**config.mk**
```make
export PLATFORM = sky130hd
export DESIGN_NAME = snake_game_ctrl
export DESIGN_NICKNAME = d
export VERILOG_FILES = /design/src/rtl/snake_game_pkg.sv /design/src/rtl/snake_game_ctrl_key_sync.sv /design/src/rtl/snake_game_ctrl.sv
export SDC_FILE = /design/constraint.sdc
export NUM_CORES = 1
export LEC_CHECK = 0
export CAP_MARGIN = 10
export CORE_ASPECT_RATIO = 0.75
export CORE_UTILIZATION = 64
export DETAILED_ROUTE_END_ITERATION = 6
export PLACE_DENSITY = 0.85
export SLEW_MARGIN = 25
export SYNTH_ARGS = -nofsm -noshare
export SYNTH_HDL_FRONTEND = slang
export SYNTH_SLANG_ARGS = --single-unit
```
**constraint.sdc**
```tcl
create_clock -name clk -period 3.95 [get_ports clk]
set_input_delay 0.395 -clock clk [delete_from_list [all_inputs] [get_ports clk]]
set_output_delay 0.395 -clock clk [all_outputs]
set_load 0.01 [all_outputs]
```
**src/rtl/snake_game_pkg.sv**
```systemverilog
// Shared types and constants for the snake game flow controller:
// state encoding, PS/2 set-2 key codes and the mode-output decode.
package snake_game_pkg;

  localparam int unsigned KEY_W = 8;
  localparam int unsigned CNT_W = 32;

  typedef enum logic [2:0] {
    ST_IDLE  = 3'd0,
    ST_INIT  = 3'd1,
    ST_RUN   = 3'd2,
    ST_PAUSE = 3'd3,
    ST_DEAD  = 3'd4
  } state_e;

  localparam logic [KEY_W-1:0] KEY_NONE  = 8'h00;
  localparam logic [KEY_W-1:0] KEY_START = 8'h5A;
  localparam logic [KEY_W-1:0] KEY_PAUSE = 8'h4D;
  localparam logic [KEY_W-1:0] KEY_ESC   = 8'h76;
  localparam logic [KEY_W-1:0] KEY_UP    = 8'h75;
  localparam logic [KEY_W-1:0] KEY_DOWN  = 8'h72;
  localparam logic [KEY_W-1:0] KEY_LEFT  = 8'h6B;
  localparam logic [KEY_W-1:0] KEY_RIGHT = 8'h74;

  typedef struct packed {
    logic init_snake;
    logic screen_black;
    logic screen_pause;
  } mode_t;

  function automatic logic is_arrow(input logic [KEY_W-1:0] k);
    return (k == KEY_UP) || (k == KEY_DOWN) || (k == KEY_LEFT) || (k == KEY_RIGHT);
  endfunction

  // Illegal encodings decode like IDLE so the screen stays blank while recovering.
  function automatic mode_t decode_mode(input state_e s);
    mode_t m;
    case (s)
      ST_INIT:  m = '{init_snake: 1'b1, screen_black: 1'b0, screen_pause: 1'b1};
      ST_RUN:   m = '{init_snake: 1'b0, screen_black: 1'b0, screen_pause: 1'b0};
      ST_PAUSE: m = '{init_snake: 1'b0, screen_black: 1'b0, screen_pause: 1'b1};
      ST_DEAD:  m = '{init_snake: 1'b0, screen_black: 1'b0, screen_pause: 1'b1};
      default:  m = '{init_snake: 1'b1, screen_black: 1'b1, screen_pause: 1'b1};
    endcase
    return m;
  endfunction

endpackage

```
**src/rtl/snake_game_ctrl_key_sync.sv**
```systemverilog
// Input conditioning: two-register key_code stabiliser (valid when both
// stages agree) and a 2-flop synchroniser for the Vsync-domain died flag.
module key_sync
  import snake_game_pkg::*;
(
  input  logic             clk,
  input  logic             reset,
  input  logic             i_died,
  input  logic [KEY_W-1:0] i_key_code,
  output logic             o_key_valid_c,
  output logic [KEY_W-1:0] o_key,
  output logic             o_died_s
);

  logic [KEY_W-1:0] r_k1;
  logic [KEY_W-1:0] r_k2;
  logic             r_died_s1;
  logic             r_died_s2;

  always_ff @(posedge clk) begin
    if (reset) begin
      r_k1      <= '0;
      r_k2      <= '0;
      r_died_s1 <= 1'b0;
      r_died_s2 <= 1'b0;
    end else begin
      r_k1      <= i_key_code;
      r_k2      <= r_k1;
      r_died_s1 <= i_died;
      r_died_s2 <= r_died_s1;
    end
  end

  // A code still settling across the PS2Clk boundary shows up as k1 != k2.
  assign o_key_valid_c = (r_k1 == r_k2);
  assign o_key         = r_k2;
  assign o_died_s      = r_died_s2;

endmodule

```
**src/rtl/snake_game_ctrl.sv**
```systemverilog
// Game-flow FSM for the VGA snake game: IDLE/INIT/RUN/PAUSE/DEAD driving
// init_snake, screen_black and screen_pause. Optional SNAKE_GAME_CTRL_AUTO_RESTART_EN.
module snake_game_ctrl
  import snake_game_pkg::*;
#(
  parameter int unsigned INIT_CYCLES      = 2_000_000,
  parameter int unsigned DEAD_HOLD_CYCLES = 300_000_000
) (
  input  logic             clk,
  input  logic             reset,
  input  logic             died,
  input  logic [KEY_W-1:0] key_code,
  output logic             init_snake,
  output logic             screen_black,
  output logic             screen_pause
);

`ifdef SNAKE_GAME_CTRL_AUTO_RESTART_EN
  localparam bit AUTO_RESTART = 1'b1;
`else
  localparam bit AUTO_RESTART = 1'b0;
`endif

  localparam logic [CNT_W-1:0] INIT_LAST = CNT_W'(INIT_CYCLES - 1);
  localparam logic [CNT_W-1:0] DEAD_LAST = CNT_W'(DEAD_HOLD_CYCLES - 1);

  logic             w_key_valid;
  logic [KEY_W-1:0] w_key_raw;
  logic [KEY_W-1:0] w_key;
  logic             w_died_s;
  state_e           r_state;
  state_e           w_next;
  logic [CNT_W-1:0] r_cnt;
  mode_t            r_mode;

  key_sync u_key_sync (
    .clk           (clk),
    .reset         (reset),
    .i_died        (died),
    .i_key_code    (key_code),
    .o_key_valid_c (w_key_valid),
    .o_key         (w_key_raw),
    .o_died_s      (w_died_s)
  );

  assign w_key = w_key_valid ? w_key_raw : KEY_NONE;

  always_ff @(posedge clk) begin
    if (reset) r_state <= ST_IDLE;
    else       r_state <= w_next;
  end

  // Next state; ESC override is applied last so it beats every other exit.
  always_comb begin
    w_next = r_state;
    case (r_state)
      ST_IDLE:  if (w_key == KEY_START) w_next = ST_INIT;
      ST_INIT:  if (r_cnt == INIT_LAST) w_next = ST_RUN;
      ST_RUN: begin
        if (w_died_s)                w_next = ST_DEAD;
        else if (w_key == KEY_PAUSE) w_next = ST_PAUSE;
      end
      ST_PAUSE: if (is_arrow(w_key)) w_next = ST_RUN;
      ST_DEAD: begin
        if (w_key == KEY_START)                      w_next = ST_INIT;
        else if (AUTO_RESTART && (r_cnt == DEAD_LAST)) w_next = ST_INIT;
      end
      default:  w_next = ST_IDLE;
    endcase
    if (w_key == KEY_ESC) w_next = ST_IDLE;
  end

  // Dwell counter: restarts on every state change, saturates instead of wrapping.
  always_ff @(posedge clk) begin
    if (reset)                  r_cnt <= '0;
    else if (w_next != r_state) r_cnt <= '0;
    else if (r_cnt != '1)       r_cnt <= r_cnt + CNT_W'(1);
  end

  // Outputs track the state register on the same edge.
  always_ff @(posedge clk) begin
    if (reset) r_mode <= '{init_snake: 1'b1, screen_black: 1'b1, screen_pause: 1'b1};
    else       r_mode <= decode_mode(w_next);
  end

  assign init_snake   = r_mode.init_snake;
  assign screen_black = r_mode.screen_black;
  assign screen_pause = r_mode.screen_pause;

endmodule

```
==> flow_summary.yaml <==
clocking:
  clkSinkCount: 56
  ctsHoldBuffers: 0
  clockBufferDepth: 2
  cts_tree: "yes"
  cts_resized: 0
  clk_pin_slew_ns: 0.09
  post_cts_buffers: 0
  clk-insertion-delay-late_ns: 0.31
  clock-root-buffer: "clkbuf_8"
  htree_levels: 2
  cts_buffers: 5
global_routing:
  grt_overflow_total: 0
  track_usage: 0.2567
  grt_max_degree: 33
  grt_pass1_vias: 2029
  antenna_found_initial: 0
  grt_pass1_wl_um: 9480
worst_hold_path:
  holdCritStartpoint: "u_key_sync.r_died_s1$_SDFF_PP0_"
  holdPathStages: 1
  worst_hold_path.endpoint: "u_key_sync.o_died_s$_SDFF_PP0_"
  hold_class: "reg2reg"
detailed_routing:
  drtIter0Drc: 164
  ant_nets: 0
  wirelength_um: 5557
  drc: 0
  first_pass_iters: 5
  via_per_inst: 6.098
  wl_per_cell_um: 15.06
  vias: 2250
finish:
  finish.utilization: 0.7392
  finalNonFillerCells: 369
  final_nets: 325
  synthToLayoutAreaGrowth_pct: 7.864
  antenna_cells: 0
  layout-drive-gt1-share: 0.1369
  nFillCells: 306
placement:
  dpl.hpwl_um: 3806
  dp_cells: 361
  io_buffers: 13
  finalWeightedCongestion: 0.9438
critical_path:
  worstPathMaxFanout: 8
  reg2reg_slack_ns: 1.46
  crit_path_start_kind: "flop"
  r2r-end: "r_cnt[17]$_SDFFE_PP0P_"
  rr_worst_depth: 7
  r2r_start: "r_cnt[0]$_SDFFE_PP0P_"
  end_kind: "flop"
  worst-setup-path-type: "reg2reg"
  crit_required_ns: 4.14
  worstPathArrival_ns: 2.68
timing:
  holdWs_ns: 0.4510
  period_minus_slack_ns: 2.492
  worst_pin_slew_ns: 0.6739
  setup_viol: 0
  fmax_mhz: 401.3
  hold_violations: 0
  maxSlewHeadroom: 0.5493
  setup_tns_ns: 0
  fin_crit_sh: 0.6308
  skew_ns: 0.006736
  rsz0062_at_grt: "false"
  drv_slew: 0
yosys:
  syn_nets: 315
  synth_edf_count: 0
  synth-async-reset-ratio: 0
  yosysWarnings: 0
  synth.area.top_cells: "dfxtp_1, xnor2_1, nor3_2"
  yosysTopAreaCell: "dfxtp_1"
  synth_cells: 303
  ys.flop_type: "dfxtp_1"
  synth_top_area_share: 0.3914
  syn_area_per_cell_um2: 9.452
  ys_ff_latch: 56
  ys_types: 47
  yosysSeqAreaShare: 0.3914
  syn_area_mm2: 0.002864
die:
  num_rows: 20
  ios: 14
  die_area_mm2: 0.004750
  core_mm2: 0.004179
  start_util: 0.6853
  die_w_um: 79.25
  die_h_um: 59.94
power:
  p_leak_nw: 0.9580
  peakVddDrop_v: 0.0002060
  fin_total_pwr_uw: 955.6
  powerDensity_mw_per_mm2: 309.3
flow_run:
  maxCapViolCount: 0
status:
  outcome: "completed"
[layout make-up]
cell class / count / area [um^2] / share of cell area
Multi-Input combinational cell: 229 / 1642 / 0.5314
Timing Repair Buffer: 15 / 145.1 / 0.04698
Tap cell: 55 / 68.82 / 0.02228
Sequential cell: 56 / 1121 / 0.3629
Inverter: 6 / 22.52 / 0.007290
Clock buffer: 8 / 90.09 / 0.02916
[worst max-delay path by stage]
stage | from | endpoint | slack [ns] | cells after the start
2_1_floorplan | r_cnt[0]$_SDFFE_PP0P_ | r_cnt[17]$_SDFFE_PP0P_ | 1.91 | 7
3_5_place_dp | r_cnt[0]$_SDFFE_PP0P_ | r_cnt[5]$_SDFFE_PP0P_ | 1.51 | 8
3_3_place_gp | r_cnt[0]$_SDFFE_PP0P_ | r_cnt[9]$_SDFFE_PP0P_ | 1.55 | 8
4_1_cts | r_cnt[0]$_SDFFE_PP0P_ | r_cnt[5]$_SDFFE_PP0P_ | 1.48 | 8
5_1_grt | r_cnt[0]$_SDFFE_PP0P_ | r_cnt[3]$_SDFFE_PP0P_ | 1.24 | 8
6_report | r_cnt[0]$_SDFFE_PP0P_ | r_cnt[17]$_SDFFE_PP0P_ | 1.46 | 7
[worst max-delay path: stages (launching register included)]
cell      delay, ns
dfxtp_1        0.39
ha_1           0.34
inv_1          0.12
or4_1          0.66
o311ai_2       0.46
nor2_1         0.14
xnor2_1        0.22
nor3_2         0.05
[synthesized netlist by cell type (all sizes together) (2+ instances only)]
master and number:
xor2 10, o21ai 2, nand2 19, nand4b 3, buf 7, nor4b 4
clkbuf 5, and3 3, a211oi 6, and2 2, xnor2 27, nor4 15
dfxtp 56, nor3b 2, nor2 17, inv 6, mux2i 2, nor2b 21
nor3 41, and4 4, or3 3, nand3 19, or4 3, nand4 11
a21oi 2
[placed cells by master, fill, tap and decap left out, types with 3 or more instances in the layout]
master,count
dfxtp_1,56
xnor2_1,27
nor3_1,23
nor2b_1,21
nand3_1,19
nand2_1,19
nor3_2,18
nor2_1,17
clkdlybuf4s50_1,13
xor2_1,10
nand4_1,9
nor4_2,7
nor4_1,6
a211oi_1,6
clkbuf_8,6
inv_1,5
and4_1,4
nor4b_1,4
nand4b_1,3
or3_1,3
and3_1,3
[routing by layer]
layer,track usage,routed length [um]
met4,0.05974,39
met5,0,0
met2,0.3781,2332
met3,0.06412,247
met1,0.3761,2938
[where the power goes]
group	internal (mW)	total, mW	switching, mW
Sequential	0.576	0.585	0.00973
Clock	0.144	0.321	0.177
Combinational	0.0247	0.0498	0.0251
[registers in the layout, summed over array words and instances, names as in the netlist]
register              cells
init_snake                1
r_cnt                    32
screen_pause              1
screen_black              1
u_key_sync.r_k1           8
u_key_sync.o_key          8
u_key_sync.r_died_s1      1
r_state                   3
u_key_sync.o_died_s       1
[per-stage QoR]
| stage | area [um^2] | worst slack (ns) |
|---|---|---|
| final | 3089 | 1.458 |
| after global routing | 3089 | 1.240 |
| after CTS | 3089 | 1.481 |
| after detailed placement | 2999 | 1.508 |
| after global placement | 2999 | 1.547 |
| after floorplan | 2864 | 1.907 |
[cells by family (layout without fill, tap and decap cells)]
kind of cell	Yosys count	count (layout)	synth area share
AND/OR/NAND/NOR	171	171	0.3949
flip-flops	56	56	0.3914
XOR/XNOR	37	37	0.1131
AO/OA/AOI/OAI	18	18	0.05374
buffers and inverters	18	29	0.03538
multiplexers	2	2	0.006990
adder cells (fa/ha/maj)	1	1	0.004368
Note: power is estimated with default switching activity, not from simulation.
